File: config.mk
export PLATFORM = sky130hd
export DESIGN_NAME = instr_assembler
export DESIGN_NICKNAME = d
export VERILOG_FILES = /design/src/rtl/instr_assembler.sv
export SDC_FILE = /design/constraint.sdc
export NUM_CORES = 1
export LEC_CHECK = 0
export BUFFER_PORTS_ARGS = -buffer_cell sky130_fd_sc_hd__buf_2
export CAP_MARGIN = 10
export CELL_PAD_IN_SITES_DETAIL_PLACEMENT = 1
export CELL_PAD_IN_SITES_GLOBAL_PLACEMENT = 2
export CORE_MARGIN = 1
export CORE_UTILIZATION = 29
export CTS_CLUSTER_SIZE = 10
export DETAILED_ROUTE_END_ITERATION = 8
export PLACE_DENSITY = 0.76
export REMOVE_ABC_BUFFERS = 1
export SYNTH_ARGS = -nofsm -noshare
export SYNTH_HDL_FRONTEND = slang
export SYNTH_SLANG_ARGS = --single-unit
File: constraint.sdc
create_clock -name clk -period 1.6 [get_ports clk]
set_input_delay 0 -clock clk [delete_from_list [all_inputs] [get_ports clk]]
set_output_delay 0 -clock clk [all_outputs]
set_load 0.02 [all_outputs]
File: src/rtl/instr_assembler.sv
// Bytecode instruction assembler: collects an opcode and its operand bytes from a
// byte stream and holds the finished instruction until the downstream stage takes it.
module instr_assembler #(
  parameter int ADDRESS_WIDTH = 8
) (
  input  logic                     clk,
  input  logic                     reset,
  input  logic [7:0]               byte_in,
  input  logic                     byte_ready,
  output logic                     byte_start,
  input  logic                     flush,
  input  logic [ADDRESS_WIDTH-1:0] flush_pc,
  output logic                     instr_valid,
  input  logic                     instr_accept,
  output logic [7:0]               opcode,
  output logic [31:0]              operands,
  output logic [2:0]               operand_count,
  output logic [ADDRESS_WIDTH-1:0] instr_pc
);

  typedef enum logic [1:0] {
    FETCH_OP   = 2'd0,
    FETCH_OPND = 2'd1,
    HOLD       = 2'd2
  } state_t;

  state_t                   state;
  logic [ADDRESS_WIDTH-1:0] pc_count;
  logic [2:0]               remaining;
  logic [2:0]               decoded_len;
  logic                     consume;

  function automatic logic [2:0] operand_length(input logic [7:0] op);
    case (op) inside
      8'h10, 8'h12, [8'h15:8'h19], [8'h36:8'h3A], 8'hA9, 8'hBC:
        operand_length = 3'd1;
      8'h11, 8'h13, 8'h14, 8'h84, [8'h99:8'hA8], [8'hB2:8'hB8], 8'hBB, 8'hBD,
      8'hC0, 8'hC1, 8'hC6, 8'hC7:
        operand_length = 3'd2;
      8'hC5:
        operand_length = 3'd3;
      8'hB9, 8'hBA, 8'hC8, 8'hC9:
        operand_length = 3'd4;
      default:
        operand_length = 3'd0;
    endcase
  endfunction

  // Reset is folded in so byte requests drop the moment reset asserts.
  assign byte_start  = !reset && !flush && ((state == FETCH_OP) || (state == FETCH_OPND));
  assign consume     = byte_start && byte_ready;
  assign decoded_len = operand_length(byte_in);

  always_ff @(posedge clk or posedge reset) begin
    if (reset) begin
      state         <= FETCH_OP;
      pc_count      <= '0;
      remaining     <= 3'd0;
      opcode        <= 8'h00;
      operands      <= 32'h0;
      operand_count <= 3'd0;
      instr_pc      <= '0;
      instr_valid   <= 1'b0;
    end else if (flush) begin
      // A redirect drops any partial or held instruction; the presented fields are left as-is.
      state       <= FETCH_OP;
      pc_count    <= flush_pc;
      remaining   <= 3'd0;
      instr_valid <= 1'b0;
    end else begin
      case (state)
        FETCH_OP: begin
          if (consume) begin
            opcode        <= byte_in;
            instr_pc      <= pc_count;
            operands      <= 32'h0;
            operand_count <= decoded_len;
            remaining     <= decoded_len;
            pc_count      <= pc_count + 1'b1;
            if (decoded_len == 3'd0) begin
              state       <= HOLD;
              instr_valid <= 1'b1;
            end else begin
              state <= FETCH_OPND;
            end
          end
        end
        FETCH_OPND: begin
          if (consume) begin
            operands  <= {operands[23:0], byte_in};
            remaining <= remaining - 3'd1;
            pc_count  <= pc_count + 1'b1;
            if (remaining == 3'd1) begin
              state       <= HOLD;
              instr_valid <= 1'b1;
            end
          end
        end
        HOLD: begin
          if (instr_accept) begin
            state       <= FETCH_OP;
            instr_valid <= 1'b0;
          end
        end
        default: begin
          state       <= FETCH_OP;
          instr_valid <= 1'b0;
        end
      endcase
    end
  end

endmodule

Word level (Yosys, flattened, before mapping)
Cells that the tools add are included.
{"block": "word_totals", "reg_bits": 65}
{"block": "classes", "bitwise": 1, "reduce_logical": 26, "n_eq_ne": 29, "order_cmp": 8, "mux": 28, "add_sub_neg": 2}
{"operator": "8-bit == test, second input constant", "n": 14}
{"operator": "32-bit two-way mux", "n": 2}
{"operator": "32-bit one-hot mux with 2 select lines", "n": 1}
{"operator": "8-bit by 5-bit == test with 1-bit output, second input constant", "n": 5}
{"operator": "8-bit two-way mux", "n": 3}
{"operator": "3-bit two-way mux", "n": 7}
{"operator": "8-bit >= comparator, second input constant", "n": 2}
{"operator": "8-bit <= comparator, second input constant", "n": 2}
{"operator": "2-bit two-way mux", "n": 6}
{"operator": "12-bit OR reduction", "n": 1}
{"operator": "3-bit inequality test, second input constant", "n": 3}
{"operator": "8-bit by 1-bit adder with 8-bit output, second input constant", "n": 1}
{"operator": "8-bit by 5-bit >= comparator with 1-bit output, second input constant", "n": 1}
{"operator": "8-bit by 6-bit >= comparator with 1-bit output, second input constant", "n": 1}
{"operator": "8-bit by 5-bit <= comparator with 1-bit output, second input constant", "n": 1}
{"operator": "8-bit by 6-bit <= comparator with 1-bit output, second input constant", "n": 1}
{"operator": "4-bit AND reduction", "n": 2}
{"operator": "1-bit logical AND", "n": 7}
{"operator": "1-bit two-way mux", "n": 6}
{"operator": "3-bit by 2-bit inequality test with 1-bit output, second input constant", "n": 2}
{"operator": "2-bit one-hot mux with 3 select lines", "n": 1}
{"operator": "3-bit one-hot mux with 2 select lines", "n": 1}
{"operator": "3-bit AND reduction", "n": 2}
{"operator": "2-bit nonzero test", "n": 3}
{"operator": "17 further kinds", "n": 19}

Longest topological paths before layout
{"block": "depth", "depth_word": 11, "mapped_depth": 8, "depth_no_buf": 6}

Worst setup path before layout
Ideal clock, no wire load.
{"block": "synth_path", "path_type": "flip-flop to flip-flop", "from": "register state[1]", "to": "register instr_pc[0]", "slack_ps": -456, "period_less_slack_ps": 2056, "t_arrival_ps": 1931, "t_required_ps": 1475, "path_buffers": 2, "stages_incl_launch_ff": 7, "setup_ps": 125, "cell_sequence": "dfrtp_1 -> nor3_1 -> and2_1 -> buf_2 -> nand2b_1 -> buf_2 -> mux2_2"}
{"block": "synth_via", "elab_chain_len": 5, "word_cells_on_any_way": 6}
{"element": "start, declared", "line_no": "27", "rtl": "state_t state;"}
{"element": "start signal, assigned", "line_no": "56", "rtl": "state <= FETCH_OP;"}
{"element": "start signal, assigned", "line_no": "66", "rtl": "state <= FETCH_OP;"}
{"element": "start signal, assigned", "line_no": "81", "rtl": "state <= HOLD;"}
{"element": "2-bit by 1-bit == test with 1-bit output / 2-bit zero test (equally long branches)", "line_no": "50", "rtl": "assign byte_start = !reset && !flush && ((state == FETCH_OP) || (state == FETCH_OPND));"}
{"element": "1-bit logical OR *", "line_no": "50"}
{"element": "1-bit logical AND *", "line_no": "50"}
{"element": "net byte_start", "line_no": "10", "rtl": "output logic byte_start,"}
{"element": "1-bit logical AND *", "line_no": "51", "rtl": "assign consume = byte_start && byte_ready;"}
{"element": "3-bit AND reduction (no line) *"}
{"element": "end signal, assigned", "line_no": "75", "rtl": "instr_pc <= pc_count;"}
{"element": "end, declared", "line_no": "18", "rtl": "output logic [ADDRESS_WIDTH-1:0] instr_pc"}
Mark *: on every way through the listed nets, which the timed path passes. The rest lies on a longest branch.
A chain may end at the register's enable or synchronous reset.

Worst setup path in the final report
{"block": "layout_path", "from": "register state[1]", "to": "register pc_count[7]"}
{"block": "layout_via", "elab_chain_len": 6, "word_cells_on_any_way": 9}
{"element": "2-bit by 1-bit == test with 1-bit output / 2-bit zero test (equally long branches)", "line_no": "50, 71"}
{"element": "1-bit logical OR", "line_no": "50"}
{"element": "1-bit logical AND", "line_no": "50"}
{"element": "1-bit logical AND", "line_no": "51"}
{"element": "2-bit nonzero test (no line)"}
{"element": "2-bit AND reduction (no line) *"}
{"element": "end signal, assigned", "line_no": "67", "rtl": "pc_count <= flush_pc;"}
{"element": "end signal, assigned", "line_no": "79", "rtl": "pc_count <= pc_count + 1'b1;"}
{"element": "end signal, assigned", "line_no": "92", "rtl": "pc_count <= pc_count + 1'b1;"}
{"element": "end, declared", "line_no": "28", "rtl": "logic [ADDRESS_WIDTH-1:0] pc_count;"}
Every way passes the cells marked *; elsewhere a longest branch is shown, timed or not.

==> results by group <==
Drt
  – Via/cell ratio: ~4.8
  – Initial DRC Count: 95
  – Vias: between 2,000 and 3,000
  – Final WL: between 8 and 9 mm
  – Routed len/inst: around 15 um
  – Post-route DRC violation count: 0
  – First-pass DRT Iterations: 4
  – ANT nets after route: 0

Logic synthesis
  – Avg Cell Area, Syn: around 9.4 um^2
  – Register area share after synthesis: around 53%
  – Post-synth EDFFs: 0
  – Main synth FF type: dfrtp_1
  – Yosys warning count: 0
  – Synth Instances: between 300 and 400
  – Synth async-reset ratio: between 90% and 100%
  – Cell variety after synth: 46
  – Seq cells post-synth: 65
  – Netlist Area Pre-Place: ~3100 um^2
  – Largest area contributor in the netlist: dfrtp_1
  – Area contributors post-synth: dfrtp_1 53%, nand2_1 9.4%, nand3_1 6.2%, mux2_2 4.4%, o21ai_0 2.6%
  – Share of the synthesized area in the top cell type: a little over half

Power and ir drop
  – P per Cell Area: between 1000 and 1500 nW/um^2
  – Worst VDD drop: slightly above 0.0004 V
  – Leak: around 2.1 nW
  – Power after layout: 0.004116 W

Setup path
  – WP data required: roughly 1.8 ns
  – Crit path kind: reg2reg
  – Setup crit start kind: flip-flop
  – Slowest cell on crit path: dfrtp_1
  – Cell mode on critical path: buf_4
  – Cell Chain, Critical Path: nor3_2 > buf_4 > nand2_4 > buf_4 > a31oi_1 > o21ai_0 > o311ai_1
  – Slowest stage delay, CP: ~0.39 ns
  – Worst Setup SP: state[1]
  – Worst path bufs/invs: 2
  – Critical path capture point type: flip-flop
  – Data arrival time of the critical path: between 1.5 and 2 ns
  – Crit path max-delay family: flip-flops
  – CP max FO: 8
  – Origin of the critical flop-to-flop path: state[1]

Finish
  – Ratio of cells with drive above 1 in the final layout: between 30% and 40%
  – Diode count: 0
  – Util after Layout: 39.66%
  – Nets@finish: approximately 450
  – Area grow syn2layout: 33.20%

Floorplanning
  – Core Area: between 10,000 and 15,000 um^2
  – DIE AREA: 10,970 um^2
  – Height of the die: ~100 um
  – Starting density of the core: a little under 30%
  – Row Count: 37
  – # IOs: 74
  – Die X: between 100 and 150 um

Timing
  – Worst relative slew slack: 71.76%
  – Setup TNS: 0 ns
  – Fmax: around 690 MHz
  – Slew at the pin with the worst max-slew slack: between 0.4 and 0.5 ns
  – Final Cycle Share: around 90%
  – Fin crit period: 1.448 ns
  – Worst Slack Setup Final: roughly 0.15 ns
  – Max Clock Skew: 0.007190 ns
  – WHS: slightly below 0.02 ns
  – Final Max Tran Viols: 0
  – RSZ-0062 raised after global routing: false
  – Setup-failing EPs final: 0
  – Final Hold Violating Endpoints: 0

Global routing
  – Global-route wire length before repair: around 14 mm
  – Global route overflow: 0
  – Met3 Use GR: about 3.2%
  – Largest net degree at the start of global routing: 40
  – Met1 usage: a little over a fifth
  – Met2 usage: around a quarter
  – Vias in the first global route: 2,794
  – Number of antenna violations at the first check in global routing: 0
  – Top Usage Layer GRT: met2
  – GRT Total Usage: approximately 16%

Clock network
  – Setup repair bufs after CTS: 0
  – Clk buf depth: 2
  – Clk_lat worst skew: roughly 0.34 ns
  – Sinks on Clock Net: 65
  – Clk pin slew, worst setup/hold paths: 0.07 ns
  – Total CTS buffers: 9
  – H-tree levels: 3
  – CTS root buf: clkbuf_8
  – Clock tree from TritonCTS: yes

Place
  – Pre-CTS setup slack: -0.01509 ns
  – Number of port buffers: 73
  – Routability cong.: between 0.8 and 0.9
  – DP HPWL: a little over 6 mm

Min path
  – Hold Crit Class: in2reg
  – Hold Crit Start: instr_accept

Flow run
  – Max Cap Violations: 0

Outcome
  – Status: finished, final reports clean
==> placed cells by master, fill, tap and decap left out, types with 3 or more instances in the layout <==
master | synthesis | layout
buf_4 | 2 | 25
a21oi_1 | 10 | 10
and3_1 | 5 | 5
o21ai_0 | 16 | 16
dlygate4sd3_1 | 0 | 12
nand3_1 | 38 | 38
nor2_1 | 11 | 10
dfrtp_1 | 65 | 65
a221o_1 | 4 | 4
mux2_2 | 12 | 12
o22ai_1 | 3 | 3
inv_1 | 10 | 9
a31oi_1 | 4 | 4
clkbuf_8 | 0 | 11
o31ai_1 | 3 | 3
ha_1 | 3 | 3
nand2b_1 | 4 | 4
buf_2 | 4 | 73
nand2_1 | 77 | 75
==> worst paths after layout <==
kind	to	slack [ns]	depth (start not counted)
setup reg to reg	pc_count[7]	0.15	7
setup / recovery	pc_count[7]	0.15	7
hold / removal	state[1]	0.02	4
min in group asynchronous	opcode[3]	0.22	3
hold reg to reg	operands[30]	0.46	2
max in group asynchronous	operands[17]	0.72	4
==> timing repair <==
item	4_1_cts	5_1_grt
hold endpoints to repair	27	0
hold buffers	12	0
setup endpoints to repair	8	6
gates resized for setup	2	4
cloned	0	1
pin swaps	0	1
==> logic make-up after synthesis <==
kind of cell / synth area share, %
simple gates: 23.67
flops: 53.15
compound gates: 11.53
buf+inv: 4.824
mux: 4.742
xor+xnor: 0.8587
fa+ha+maj: 1.227
==> metal layers <==
layer | vias to the layer above | share of wire, % | wire length (um)
li1 | 1316 | - | -
met4 | 0 | 2.2 | 189
met1 | 1338 | 47 | 4056
met3 | 15 | 3.2 | 275
met5 | - | 0 | 0
met2 | 60 | 48 | 4097
==> cell usage after synthesis, drive strengths merged (3+ instances only) <==
| library cell | number |
|---|---|
| nor2b | 3 |
| buf | 7 |
| ha | 3 |
| a21oi | 10 |
| and3 | 6 |
| a221o | 4 |
| o31ai | 3 |
| nand3 | 38 |
| o22ai | 3 |
| a31oi | 4 |
| dfrtp | 65 |
| clkbuf | 17 |
| mux2 | 12 |
| nand2b | 4 |
| inv | 10 |
| nand2 | 77 |
| o21ai | 17 |
| nor2 | 12 |
==> state kept, by name, summed over array words and instances (netlist names) <==
register / flops
operand_count: 3
opcode: 8
pc_count: 8
instr_valid: 1
instr_pc: 8
state: 2
remaining: 3
operands: 32
==> worst min-delay path, delay by kind of cell <==
| family | cells | cell delay (ns) |
|---|---|---|
| AO/OA/AOI/OAI | 2 | 0.19 |
| buffers and inverters | 1 | 0.09 |
| AND/OR/NAND/NOR | 1 | 0.04 |
==> power breakdown <==
group	switching, W	total, W	internal, W	leakage, nW
sequential	0.000100	0.00190	0.00180	0.854
combinational	0.000478	0.000809	0.000331	1.17
clock	0.000616	0.00141	0.000792	0.102
total	0.00119	0.00412	0.00292	2.13
==> final cells by class <==
type                       count  area [um^2]
clock buffer                  12        155.1
clock inverter                 3        40.04
fill                        1227         6201
inverter                      10        37.54
multi-input combinational    226         1309
sequential                    65         1627
tap                          136        170.2
timing repair buffer         113        738.2
==> stage by stage <==
step,instances,cell area [um^2]
final,565,4076
after global routing,565,4076
after CTS,564,4041
after detailed placement,537,3719
after global placement,537,3719
after floorplan,301,2950
No activity file was read; power rests on OpenSTA's default activity.
